<file path="config.mk">
export PLATFORM = sky130hd
export DESIGN_NAME = mux16_rr_arbiter
export DESIGN_NICKNAME = d
export VERILOG_FILES = /design/src/rtl/mux16_rr_arbiter.sv
export SDC_FILE = /design/constraint.sdc
export NUM_CORES = 1
export LEC_CHECK = 0
export CORE_MARGIN = 2
export CORE_UTILIZATION = 50
export DETAILED_ROUTE_END_ITERATION = 10
export GPL_ROUTABILITY_DRIVEN = 0
export GPL_TIMING_DRIVEN = 0
export HOLD_SLACK_MARGIN = 0.06
export PLACE_DENSITY = 0.74
export RECOVER_POWER = 25
export SLEW_MARGIN = 10
export SYNTH_ARGS = -nofsm -noshare
export SYNTH_HDL_FRONTEND = slang
export SYNTH_SLANG_ARGS = --single-unit
</file>
<file path="constraint.sdc">
create_clock -name CLK -period 2.6 [get_ports CLK]
set_clock_uncertainty 0.15 [all_clocks]
set_input_delay 0.39 -clock CLK [delete_from_list [all_inputs] [get_ports CLK]]
set_output_delay 0.39 -clock CLK [all_outputs]
set_load 0.01 [all_outputs]
</file>
<file path="src/rtl/mux16_rr_arbiter.sv">
// mux16_rr_arbiter: round-robin owner of the shared 16-bit 4:1 mux with a burst-length cap
module mux16_rr_arbiter #(
  parameter int MAX_BURST = 4,
  parameter int CNT_W = 4
) (
  input  logic       CLK,
  input  logic       RST,
  input  logic [3:0] REQ,
  output logic [3:0] GNT,
  output logic [1:0] SEL,
  output logic       BUSY
);
  typedef enum logic {IDLE, OWN} state_t;
  state_t state;
  logic [1:0] ptr;
  logic [CNT_W-1:0] cnt;
  logic [1:0] nxt;
  logic rivals;
  function automatic logic [1:0] pick(input logic [3:0] r, input logic [1:0] s);
    logic [1:0] idx;
    pick = s;
    for (int k = 3; k >= 0; k--) begin
      idx = s + 2'(k);
      if (r[idx]) pick = idx;
    end
  endfunction
  always_comb begin
    rivals = |(REQ & ~(4'b0001 << SEL));
    nxt = pick(REQ, state == OWN ? SEL + 2'd1 : ptr);
  end
  always_ff @(posedge CLK) begin
    if (RST) begin
      state <= IDLE;
      GNT <= '0;
      SEL <= '0;
      BUSY <= 1'b0;
      ptr <= '0;
      cnt <= '0;
    end else if (state == IDLE) begin
      if (|REQ) begin
        state <= OWN;
        GNT <= 4'b0001 << nxt;
        SEL <= nxt;
        BUSY <= 1'b1;
        cnt <= CNT_W'(1);
        ptr <= nxt;
      end
    end else if (!REQ[SEL] || cnt == CNT_W'(MAX_BURST)) begin
      // release or burst expiry: hand straight to the next requester when there is one
      if (rivals) begin
        GNT <= 4'b0001 << nxt;
        SEL <= nxt;
        cnt <= CNT_W'(1);
        ptr <= nxt;
      end else if (!REQ[SEL]) begin
        state <= IDLE;
        GNT <= '0;
        BUSY <= 1'b0;
        ptr <= SEL + 2'd1;
        cnt <= '0;
      end else begin
        cnt <= CNT_W'(1);
      end
    end else begin
      cnt <= cnt < CNT_W'(MAX_BURST) ? cnt + CNT_W'(1) : cnt;
    end
  end
endmodule

</file>
# Word level (Yosys, flattened, before mapping)
# Index checks and enable logic that the tools add are counted.
[word_totals]
reg_bits = 14
latchBits = 0
rom_bits = 0
out_inout_bits = 7
word_cells = 81
n_memories = 0
ramBits = 0
[classes]
mul = 0
shift = 2
addsub = 5
div_mod_pow = 0
reduce_logical = 9
eq_ne = 7
n_mux = 44
n_bitwise = 2
magnitude_cmp = 6
[op_table]
columns = ["op", "count"]
rows = [
  ["$mux 4", 9],
  ["$mux 2", 13],
  ["$mux 1", 17],
  ["$lt 2x3->1 const B", 5],
  ["$bmux 1 s2", 5],
  ["$reduce_or 4->1", 2],
  ["$shl 1x2->4 const A", 2],
  ["$reduce_and 3->1", 2],
  ["$add 2x1->2 const B", 2],
  ["$add 2x2->2 const B", 2],
  ["$add 4x1->4 const B", 1],
  ["$and 4x4->4", 1],
  ["$eq 4x3->1 const B", 1],
  ["$lt 4x3->1 const B", 1],
  ["$ne 2x1->1 const B", 2],
  ["$ne 2x2->1 const B", 2],
  ["$not 4->4", 1],
  ["$reduce_and 4->1", 1],
  ["$ne 3x1->1 const B", 1],
  ["$ne 3x3->1 const B", 1],
  ["$reduce_and 2->1", 1],
  ["$reduce_bool 2->1", 1],
  ["$logic_not 1->1", 1],
  ["$logic_or 1x1->1", 1],
]

# Depth between registers and ports, before layout
# Gate-level depths: netlist of run 1.
[logic_depth]
depth_word = 13
depth_mapped = 8
depth_no_buf = 8

# Worst setup path before layout of run 1
# OpenSTA, ideal clock, no wires.
[synth_timing]
path_kind = "register to register"
start = "register SEL[0]"
end = "register ptr[1]"
path_stages_with_launch = 8
setup_ps = 103
t_arrival_ps = 1879
required_ps = 2347
path_slack_ps = 468
cell_sequence = "dfxtp_1 > inv_1 > ha_1 > mux2i_2 > o32ai_1 > o22ai_2 > nor2_4 > a2111oi_2"
[synth_via]
elab_chain_len = 12
[synth_rtl]
columns = ["element", "line_no", "rtl"]
rows = [
  ["start, declared", "10", "output logic [1:0] SEL,"],
  ["start signal, assigned", "43", "SEL <= nxt;"],
  ["start signal, assigned", "52", "SEL <= nxt;"],
  ["$add 2x1->2", "29, 59", ""],
  ["$mux 2", "29", "nxt = pick(REQ, state == OWN ? SEL + 2'd1 : ptr);"],
  ["$add 2x2->2", "23", "idx = s + 2'(k);"],
  ["$bmux 1 s2", "24", "if (r[idx]) pick = idx;"],
  ["$mux 1 (implied by the code)", "24", ""],
  ["$mux 2 (4 in series)", "24", ""],
  ["$mux 2", "50", "if (rivals) begin"],
  ["$mux 2", "48", "end else if (!REQ[SEL] || cnt == CNT_W'(MAX_BURST)) begin"],
  ["$mux 2", "39", "end else if (state == IDLE) begin"],
  ["end signal, assigned", "46", "ptr <= nxt;"],
  ["end signal, assigned", "54", "ptr <= nxt;"],
  ["end signal, assigned", "59", "ptr <= SEL + 2'd1;"],
  ["end, declared", "15", "logic [1:0] ptr;"],
]
# Several ways; a longest one is shown, not always the timed one. The select of a mux whose other input is x is not followed.
# A chain may end at the register's enable or synchronous reset.

# Worst setup path after layout of run 1
# Ends and elaborated chain as after synthesis.

==> results.md, run 1 <==
- Crit path from: SEL[0]
- CTS root buf: clkbuf_4
- Mapped Nets: 114
- Mean routed wirelength per cell: 13.0 um
- Maximum clock path buffer count: 2
- Max Fclk: 430 MHz
- Crit path to: ptr[1]
- DRT Pass-1 Iters: 4
- Routed Antenna Nets: 0
- Final Max Slew Viols: 0
- Worst slack at placement: 83.2 ps
- Via count: 792
- First-pass GRT wire length: 3.02 mm
- Setup ws final: 273 ps
- Worst Hold Launch: GNT[0]
- Grt ovf: 0
- RSZ-0062 raised after global routing: false
- Syn Area/Cell: 9.08 um^2
- Worst-Margin Slew: 450 ps
- Cells after Synth: 102
- CTS H-tree depth: 1
- Share of layout cells above drive strength 1: 0.154
- # rows: 15
- # clock sinks: 14
- Routed WL: 1.85 mm
- Final min period: 2330 ps
- Layout area overhead: 18.8%
- Post-synthesis adder-cell area fraction: 0.0811
- Dpl hpwl: 1.38 mm
- Die width: 47.0 um
- N_diodes: 0
- Total track usage: 0.197
- Via-to-Cell Ratio: 5.58
- Sequential-to-total area share from yosys stat: 0.303
- Multiplexer share of the synthesized area: 0.0608
- Share of synthesized cell area in and, or, nand and nor gates: 0.238
- Worst reg2reg setup slack: 270 ps
- Status: completed
- Library cells used by synthesis: 38
- CTS Buf Count: 3
- Final Util: 0.637
- Pin count of the biggest net entering global routing: 11
- CTS resizes: 0
- Core area: 1730 um^2
- Die area: 2210 um^2
- Worst r2r src: SEL[0]
- Final count of hold timing violations: 0
- Xor and xnor area share after synthesis: 0
- CP Capture Type: register
- Ratio of final minimum period to clock period: 0.895
- Crit start category: register
- Worst vdd ir: 0.000356 V
- Largest family of logic cells by synthesized area: compound AO/OA/AOI/OAI gates
- Lkg Pwr: 0.446 nW
- CTS tree: yes
- Starting density of the core: 0.536
- Setup TNS: 0 ps
- Yosys reg bits: 14
- Initial antenna violation count: 0
- Setup violations, final: 0
- Max-cap viol count: 0
- Slew headroom: 0.697
- WP data required: 2630 ps
- Worst-path maximum fanout: 8
- Clock slew at reported path FFs: 70 ps
- Kind of critical path: reg -> reg
- Worst Hold Class: reg -> reg
- Reg2reg path depth: 7
- Compound-Gate Fraction of Synth Area: 0.261
- Min Hold Slack: 306 ps
- Post-CTS setup buffers: 0
- Clock Latency Late Sink: 270 ps
- Post-route DRC: 0
- IO Port Bufs: 12
- Ys Warns: 0
- Vias in the first global route: 703
- Initial DRC Count: 18
- Fin nets: 131
- Synthesized cell area: 926 um^2
- Die height: 47.0 um
- Filler cells: 167
- Reg-to-Reg End: ptr[1]
- IO Pins: 13
- Arr. time, crit path: 2350 ps
- PD cells: 617 nW/um^2
- Cts hold-fix bufs: 0
==> area by class of cell <==
| type | count | area (um^2) | area share |
|---|---|---|---|
| multi-input combinational | 76 | 593 | 0.539 |
| tap | 25 | 31.3 | 0.0284 |
| sequential | 14 | 280 | 0.255 |
| inverter | 10 | 37.5 | 0.0341 |
| clock buffer | 3 | 22.5 | 0.0205 |
| buffer | 2 | 15.0 | 0.0137 |
| timing repair buffer | 12 | 120 | 0.109 |
==> logic make-up after synthesis <==
kind of cell	Yosys count
buf+inv	12
simple gates	40
fa+ha+maj	6
mux	4
compound gates	26
flops	14
==> worst max-delay path: stages (launching register included) <==
cell and delay, ps:
dfxtp_1 490, inv_1 100, ha_1 340, mux2i_2 330, o32ai_1 150, o22ai_2 270
nor2_4 70, a2111oi_2 320
==> cell usage after synthesis <==
| cell | n | area share |
|---|---|---|
| o211ai_4 | 1 | 0.023 |
| nor3_1 | 7 | 0.038 |
| o32ai_1 | 3 | 0.028 |
| nand3_2 | 1 | 0.011 |
| nand3b_1 | 1 | 0.0081 |
| and3_2 | 1 | 0.0081 |
| nand2b_1 | 7 | 0.047 |
| mux2i_2 | 1 | 0.015 |
| mux2i_1 | 2 | 0.022 |
| or2_2 | 1 | 0.0068 |
| buf_6 | 1 | 0.012 |
| a21o_1 | 1 | 0.0081 |
| clkbuf_1 | 1 | 0.0041 |
| nor2_4 | 1 | 0.012 |
| nor2b_1 | 3 | 0.020 |
| inv_1 | 10 | 0.041 |
| a31o_2 | 1 | 0.0095 |
| o21ai_0 | 1 | 0.0054 |
| nand2_1 | 4 | 0.016 |
| dfxtp_1 | 14 | 0.30 |
| a21o_4 | 1 | 0.016 |
| a21oi_1 | 6 | 0.032 |
| o21a_2 | 1 | 0.0095 |
| nand3_1 | 1 | 0.0054 |
| a211oi_1 | 2 | 0.016 |
| nor2_1 | 9 | 0.036 |
| a2111oi_2 | 1 | 0.016 |
| a31oi_4 | 1 | 0.023 |
| and2b_1 | 1 | 0.0081 |
| o2111ai_2 | 1 | 0.016 |
| nor4_1 | 2 | 0.014 |
| and2_1 | 1 | 0.0068 |
| a41oi_1 | 1 | 0.0095 |
| o22ai_2 | 1 | 0.014 |
| a22oi_1 | 3 | 0.024 |
| mux4_2 | 1 | 0.024 |
| o31a_1 | 1 | 0.0095 |
| ha_1 | 6 | 0.081 |
==> layer usage <==
layer / GRT usage / routed length, um / vias to the layer above
met3: 0.0385 / 94 / 4
met1: 0.275 / 855 / 366
li1: - / - / 402
met4: 0.100 / 27 / 0
met2: 0.288 / 869 / 20
met5: 0 / 0 / -
==> report_power, final <==
part | switching [mW] | internal [mW]
clock | 0.0637 | 0.0537
combinational | 0.153 | 0.138
sequential | 0.0252 | 0.245
==> worst min-delay path by stage <==
stage / cells after the start / slack, ps / to
2_1_floorplan: 2 / 300 / ptr[1]
3_3_place_gp: 2 / 290 / GNT[2]
3_5_place_dp: 2 / 300 / GNT[0]
4_1_cts: 2 / 310 / GNT[0]
5_1_grt: 2 / 330 / GNT[2]
6_report: 2 / 310 / GNT[0]
==> cell usage in the layout (no fill, tap or decap), types with 2 or more instances in the layout <==
| cell | netlist | final |
|---|---|---|
| dfxtp_1 | 14 | 14 |
| inv_1 | 10 | 10 |
| nor2_1 | 9 | 9 |
| nor3_1 | 7 | 7 |
| nand2b_1 | 7 | 7 |
| clkdlybuf4s50_1 | 0 | 7 |
| a21oi_1 | 6 | 6 |
| ha_1 | 6 | 6 |
| dlygate4sd3_1 | 0 | 5 |
| nand2_1 | 4 | 4 |
| nor2b_1 | 3 | 3 |
| o32ai_1 | 3 | 3 |
| a22oi_1 | 3 | 3 |
| clkbuf_4 | 0 | 3 |
| nor4_1 | 2 | 2 |
| mux2i_1 | 2 | 2 |
| a211oi_1 | 2 | 2 |
==> through the flow <==
stage | power (mW) | instance area, um^2 | instances
finish | 0.679 | 1100 | 142
global route | 0.727 | 1100 | 142
CTS | 0.692 | 1100 | 142
detailed placement | 0.571 | 1080 | 139
global placement | 0.562 | 1080 | 139
floorplan | 0.482 | 926 | 102
==> sequential cells by signal, indices dropped and copies added, names as in the netlist <==
signal and count:
BUSY 1, state 1, cnt 4, ptr 2, SEL 2, GNT 4
Note: power is estimated with default switching activity, not from simulation.
==> inputs of run 2 (changes only) <==
Settings changed: CORE_UTILIZATION 50 to 40, PLACE_DENSITY 0.74 to default.
==> run 2 against run 1 <==
Net effect: combinational power is essentially flat; power grew 5.8%; sequential share of layout area decreased by 0.40 points; setup slack lost 17 ps; utilization is 13 points lower; fmax fell by 0.73%; sequential power is essentially flat; clock power rose by 35%; first-iteration DRC count fell by 39%; non-clock buffer count is the same.
==> results.md, run 2 (synthesis gave the netlist of run 1 again) <==
- First-pass GRT wire length: 3.13 mm
- Grt ovf: 0
- Design Power: 0.718 mW
- CP Capture Type: register
- Ratio of final minimum period to clock period: 0.902
- CTS root buf: clkbuf_4
- Wire length on met1: 979 um
- Non-Filler Instances: 146
- Setup violations, final: 0
- CTS resizes: 0
- CTS tree: yes
- Post-CTS setup buffers: 0
- # clock sinks: 14
- Multi-input gate area: 593 um^2
- Max-cap viol count: 0
- Total track usage: 0.154
- Initial DRC Count: 11
- Routed Antenna Nets: 0
- Dpl hpwl: 1.34 mm
- Via count: 789
- Fin nets: 131
- Crit path to: GNT[2]
- PD cells: 643 nW/um^2
- Worst vdd ir: 0.000349 V
- RSZ-0062 raised after global routing: false
- Crit-path cells: inv_1 > ha_1 > mux2i_2 > o32ai_1 > o22ai_2 > nor2b_1 > nand2b_1 > a21oi_1
- Worst-Margin Slew: 450 ps
- # rows: 17
- Worst r2r src: SEL[0]
- Reg-to-Reg End: GNT[2]
- Setup TNS: 0 ps
- WP data required: 2660 ps
- Filler cells: 214
- Die height: 52.1 um
- Status: completed
- Lkg Pwr: 0.453 nW
- Area taken by flip-flops and latches: 280 um^2
- IO Pins: 13
- Crit path from: SEL[0]
- Most frequent cells in the layout: dfxtp_1, inv_1, nor2_1
- Layout area overhead: 20.7%
- Core area: 2190 um^2
- Final Max Slew Viols: 0
- Commonest non-fill, non-tap cell in the layout: dfxtp_1
- WL met2: 776 um
- Vias in the first global route: 710
- Mean routed wirelength per cell: 12.6 um
- Biggest regs: GNT x4, cnt x4
- Setup ws final: 256 ps
- Max Fclk: 427 MHz
- WL met3: 79 um
- Worst Hold Class: reg -> reg
- Via-to-Cell Ratio: 5.40
- Crit-path max cell delay: 510 ps
- Placed cells: 142
- Final min period: 2340 ps
- DRT Pass-1 Iters: 4
- Die width: 52.1 um
- IO Port Bufs: 12
- Min Hold Slack: 306 ps
- Final Util: 0.510
- Worst reg2reg setup slack: 260 ps
- Arr. time, crit path: 2410 ps
- Pin count of the biggest net entering global routing: 11
- Cts hold-fix bufs: 0
- Clock slew at reported path FFs: 80 ps
- CTS H-tree depth: 1
- Maximum clock path buffer count: 2
- Post-route DRC: 0
- N_diodes: 0
- Crit start category: register
- Initial antenna violation count: 0
- Reg2reg path depth: 8
- Final count of hold timing violations: 0
- Worst slack at placement: 140 ps
- Die area: 2720 um^2
- Hold path depth: 2
- Starting density of the core: 0.423
- Post-Place Cell Area: 1080 um^2
- Slew headroom: 0.697
- CP max-delay cell: dfxtp_1
- Share of layout cells above drive strength 1: 0.161
- Clock Latency Late Sink: 280 ps
- Final instance area: 1120 um^2
- Routed WL: 1.84 mm
- CTS Buf Count: 3
- Worst-path maximum fanout: 8
- Kind of critical path: reg -> reg
- Max layer used: met4
## run 2: cell count changes in the layout (fill, tap and decap cells not counted)
cell and change:
clkbuf_8 +1
## run 2: layout make-up
cell class | instances | share of cell area
Clock buffer | 4 | 0.0325
Buffer | 2 | 0.0134
Inverter | 10 | 0.0336
Tap cell | 28 | 0.0314
Multi-Input combinational cell | 76 | 0.531
Sequential cell | 14 | 0.251
Timing Repair Buffer | 12 | 0.108
## run 2: worst max-delay path, delay by kind of cell (launching register included)
family | cells | cell delay [ps]
compound gates | 3 | 550
flops | 1 | 510
fa+ha+maj | 1 | 340
buf+inv | 1 | 110
simple gates | 2 | 280
mux | 1 | 330
## run 2: where the power goes
group	switching [mW]	leakage, nW	internal (mW)	total (mW)
logic	0.151	0.316	0.137	0.288
registers	0.0264	0.115	0.245	0.271
clock network	0.0732	0.0210	0.0852	0.158
total	0.251	0.453	0.468	0.718
## run 2: how the worst min path moves through the flow
stage	slack, ps	start	end
global placement	290	GNT[0]	GNT[0]
floorplan	300	ptr[1]	ptr[1]
detailed placement	300	GNT[0]	GNT[0]
finish	310	GNT[2]	GNT[2]
CTS	310	GNT[0]	GNT[0]
global route	340	GNT[2]	GNT[2]
## run 2: metal layers
layer / track usage / vias to the layer above
li1: - / 400
met1: 0.217 / 373
met2: 0.228 / 14
met3: 0.0374 / 2
met4: 0.0526 / 0
met5: 0 / -
==> inputs of run 3 (changes only) <==
Settings changed: PLACE_DENSITY_LB_ADDON from default to 0.15.
Clock period 2.6 ns to 3 ns, I/O delays scaled along.
==> run 3 against run 2 <==
Net effect: flip-flop and latch count unchanged; via count shrank 1.1%; sequential power is 13% lower; final cell count did not move; critical path depth shrank 1; clock power fell by 11%; setup slack gained 420 ps; utilization unchanged; design area did not move; global-route usage decreased by 0.16 points.
==> results.md, run 3 (synthesis gave the netlist of run 1 again) <==
- Status: completed
- Sw Share: 0.353
- WL met2: 813 um
- Total track usage: 0.153
- Max Fclk: 430 MHz
- Routed WL: 1.93 mm
- Pin count of the biggest net entering global routing: 11
- Clock Latency Late Sink: 280 ps
- Starting density of the core: 0.423
- Sequential Power Share: 0.374
- Mean routed wirelength per cell: 13.2 um
- Cts hold-fix bufs: 0
- Design Power: 0.627 mW
- Clock slew at reported path FFs: 90 ps
- Worst-Margin Slew: 442 ps
- Wire length on met1: 1.03 mm
- Crit start category: register
- Slew headroom: 0.705
- Most frequent cells in the layout: dfxtp_1, inv_1, nor2_1
- Clock network fraction of design power: 0.223
- CTS tree: yes
- Post-route DRC: 0
- Power Internal: 0.405 mW
- WP data required: 3040 ps
- Maximum clock path buffer count: 2
- Initial DRC Count: 3
- Die area: 2720 um^2
- CTS H-tree depth: 1
- Fin nets: 131
- N_diodes: 0
- Final Max Slew Viols: 0
- Arr. time, crit path: 2370 ps
- Setup TNS: 0 ps
- Worst slack at placement: 459 ps
- Post-CTS setup buffers: 0
- Setup ws final: 675 ps
- Final Util: 0.510
- IO Pins: 13
- CTS root buf: clkbuf_4
- Die height: 52.1 um
- Multi-input gate area: 593 um^2
- CTS resizes: 0
- Switch Pwr: 0.221 mW
- Lkg Pwr: 0.453 nW
- Layout area overhead: 20.7%
- Worst reg2reg setup slack: 670 ps
- WL met3: 62 um
- Final count of hold timing violations: 0
- Core area: 2190 um^2
- Grt ovf: 0
- Worst-path maximum fanout: 8
- Final min period: 2330 ps
- # rows: 17
- Worst vdd ir: 0.000345 V
- Logic gate share of total power: 0.402
- Filler cells: 219
- Worst Hold Class: reg -> reg
- Routed Antenna Nets: 0
- Share of layout cells above drive strength 1: 0.161
- CP Capture Type: register
- Biggest regs: GNT x4, cnt x4
- DRT Pass-1 Iters: 3
- Die width: 52.1 um
- IO Port Bufs: 12
- Kind of critical path: reg -> reg
- Setup violations, final: 0
- # clock sinks: 14
- First-pass GRT wire length: 3.15 mm
- RSZ-0062 raised after global routing: false
- Initial antenna violation count: 0
- Ratio of final minimum period to clock period: 0.775
- CTS Buf Count: 3
- Max-cap viol count: 0
- Commonest non-fill, non-tap cell in the layout: dfxtp_1
- Via-to-Cell Ratio: 5.34
- PD cells: 561 nW/um^2
- Max layer used: met4
- Vias in the first global route: 710
- Via count: 780
- Dpl hpwl: 1.43 mm
- Area taken by flip-flops and latches: 280 um^2
==> run 3: cell counts in the layout (fill, tap and decap cells not counted) <==
Identical to the previous run, type by type.
==> run 3: critical path, stage by stage, from the launching register on <==
cell and delay [ps]:
dfxtp_1 500, inv_1 110, ha_1 340, mux2i_2 340
o32ai_1 150, o22ai_2 270, nor2_4 70, a2111oi_2 320
==> run 3: cell type report <==
class,count,share of cell area
flip-flops and latches,14,0.251
clock buffers,4,0.0325
repair buffers,12,0.108
plain buffers,2,0.0134
inverters,10,0.0336
multi-input cells,76,0.531
well taps,28,0.0314
==> run 3: path summary, 6_finish.rpt <==
kind,to,depth (start not counted),startpoint
setup / recovery,ptr[1],7,SEL[0]
hold / removal,GNT[0],2,GNT[0]
setup reg to reg,ptr[1],7,SEL[0]
hold reg to reg,GNT[0],2,GNT[0]
==> run 3: through the flow <==
stage	instance area, um^2	std cells	hold WS [ps]
6_report	1120	146	307
5_1_grt	1120	146	334
3_5_place_dp	1080	142	298
3_3_place_gp	1080	142	293
2_1_floorplan	926	102	304
4_1_cts	1120	146	318
==> run 3: power groups by stage <==
stage | Sequential (mW) | Clock (mW) | Combinational (mW)
4_1_cts | 0.236 | 0.143 | 0.257
5_1_grt | 0.238 | 0.151 | 0.277
3_3_place_gp | 0.238 | 0 | 0.252
3_5_place_dp | 0.240 | 0 | 0.256
6_report | 0.235 | 0.140 | 0.252
2_1_floorplan | 0.243 | 0 | 0.174
==> run 3: metal layers <==
layer	global-route usage	vias to the layer above
met5	0	-
met4	0.0526	0
li1	-	400
met3	0.0287	2
met2	0.213	12
met1	0.231	366
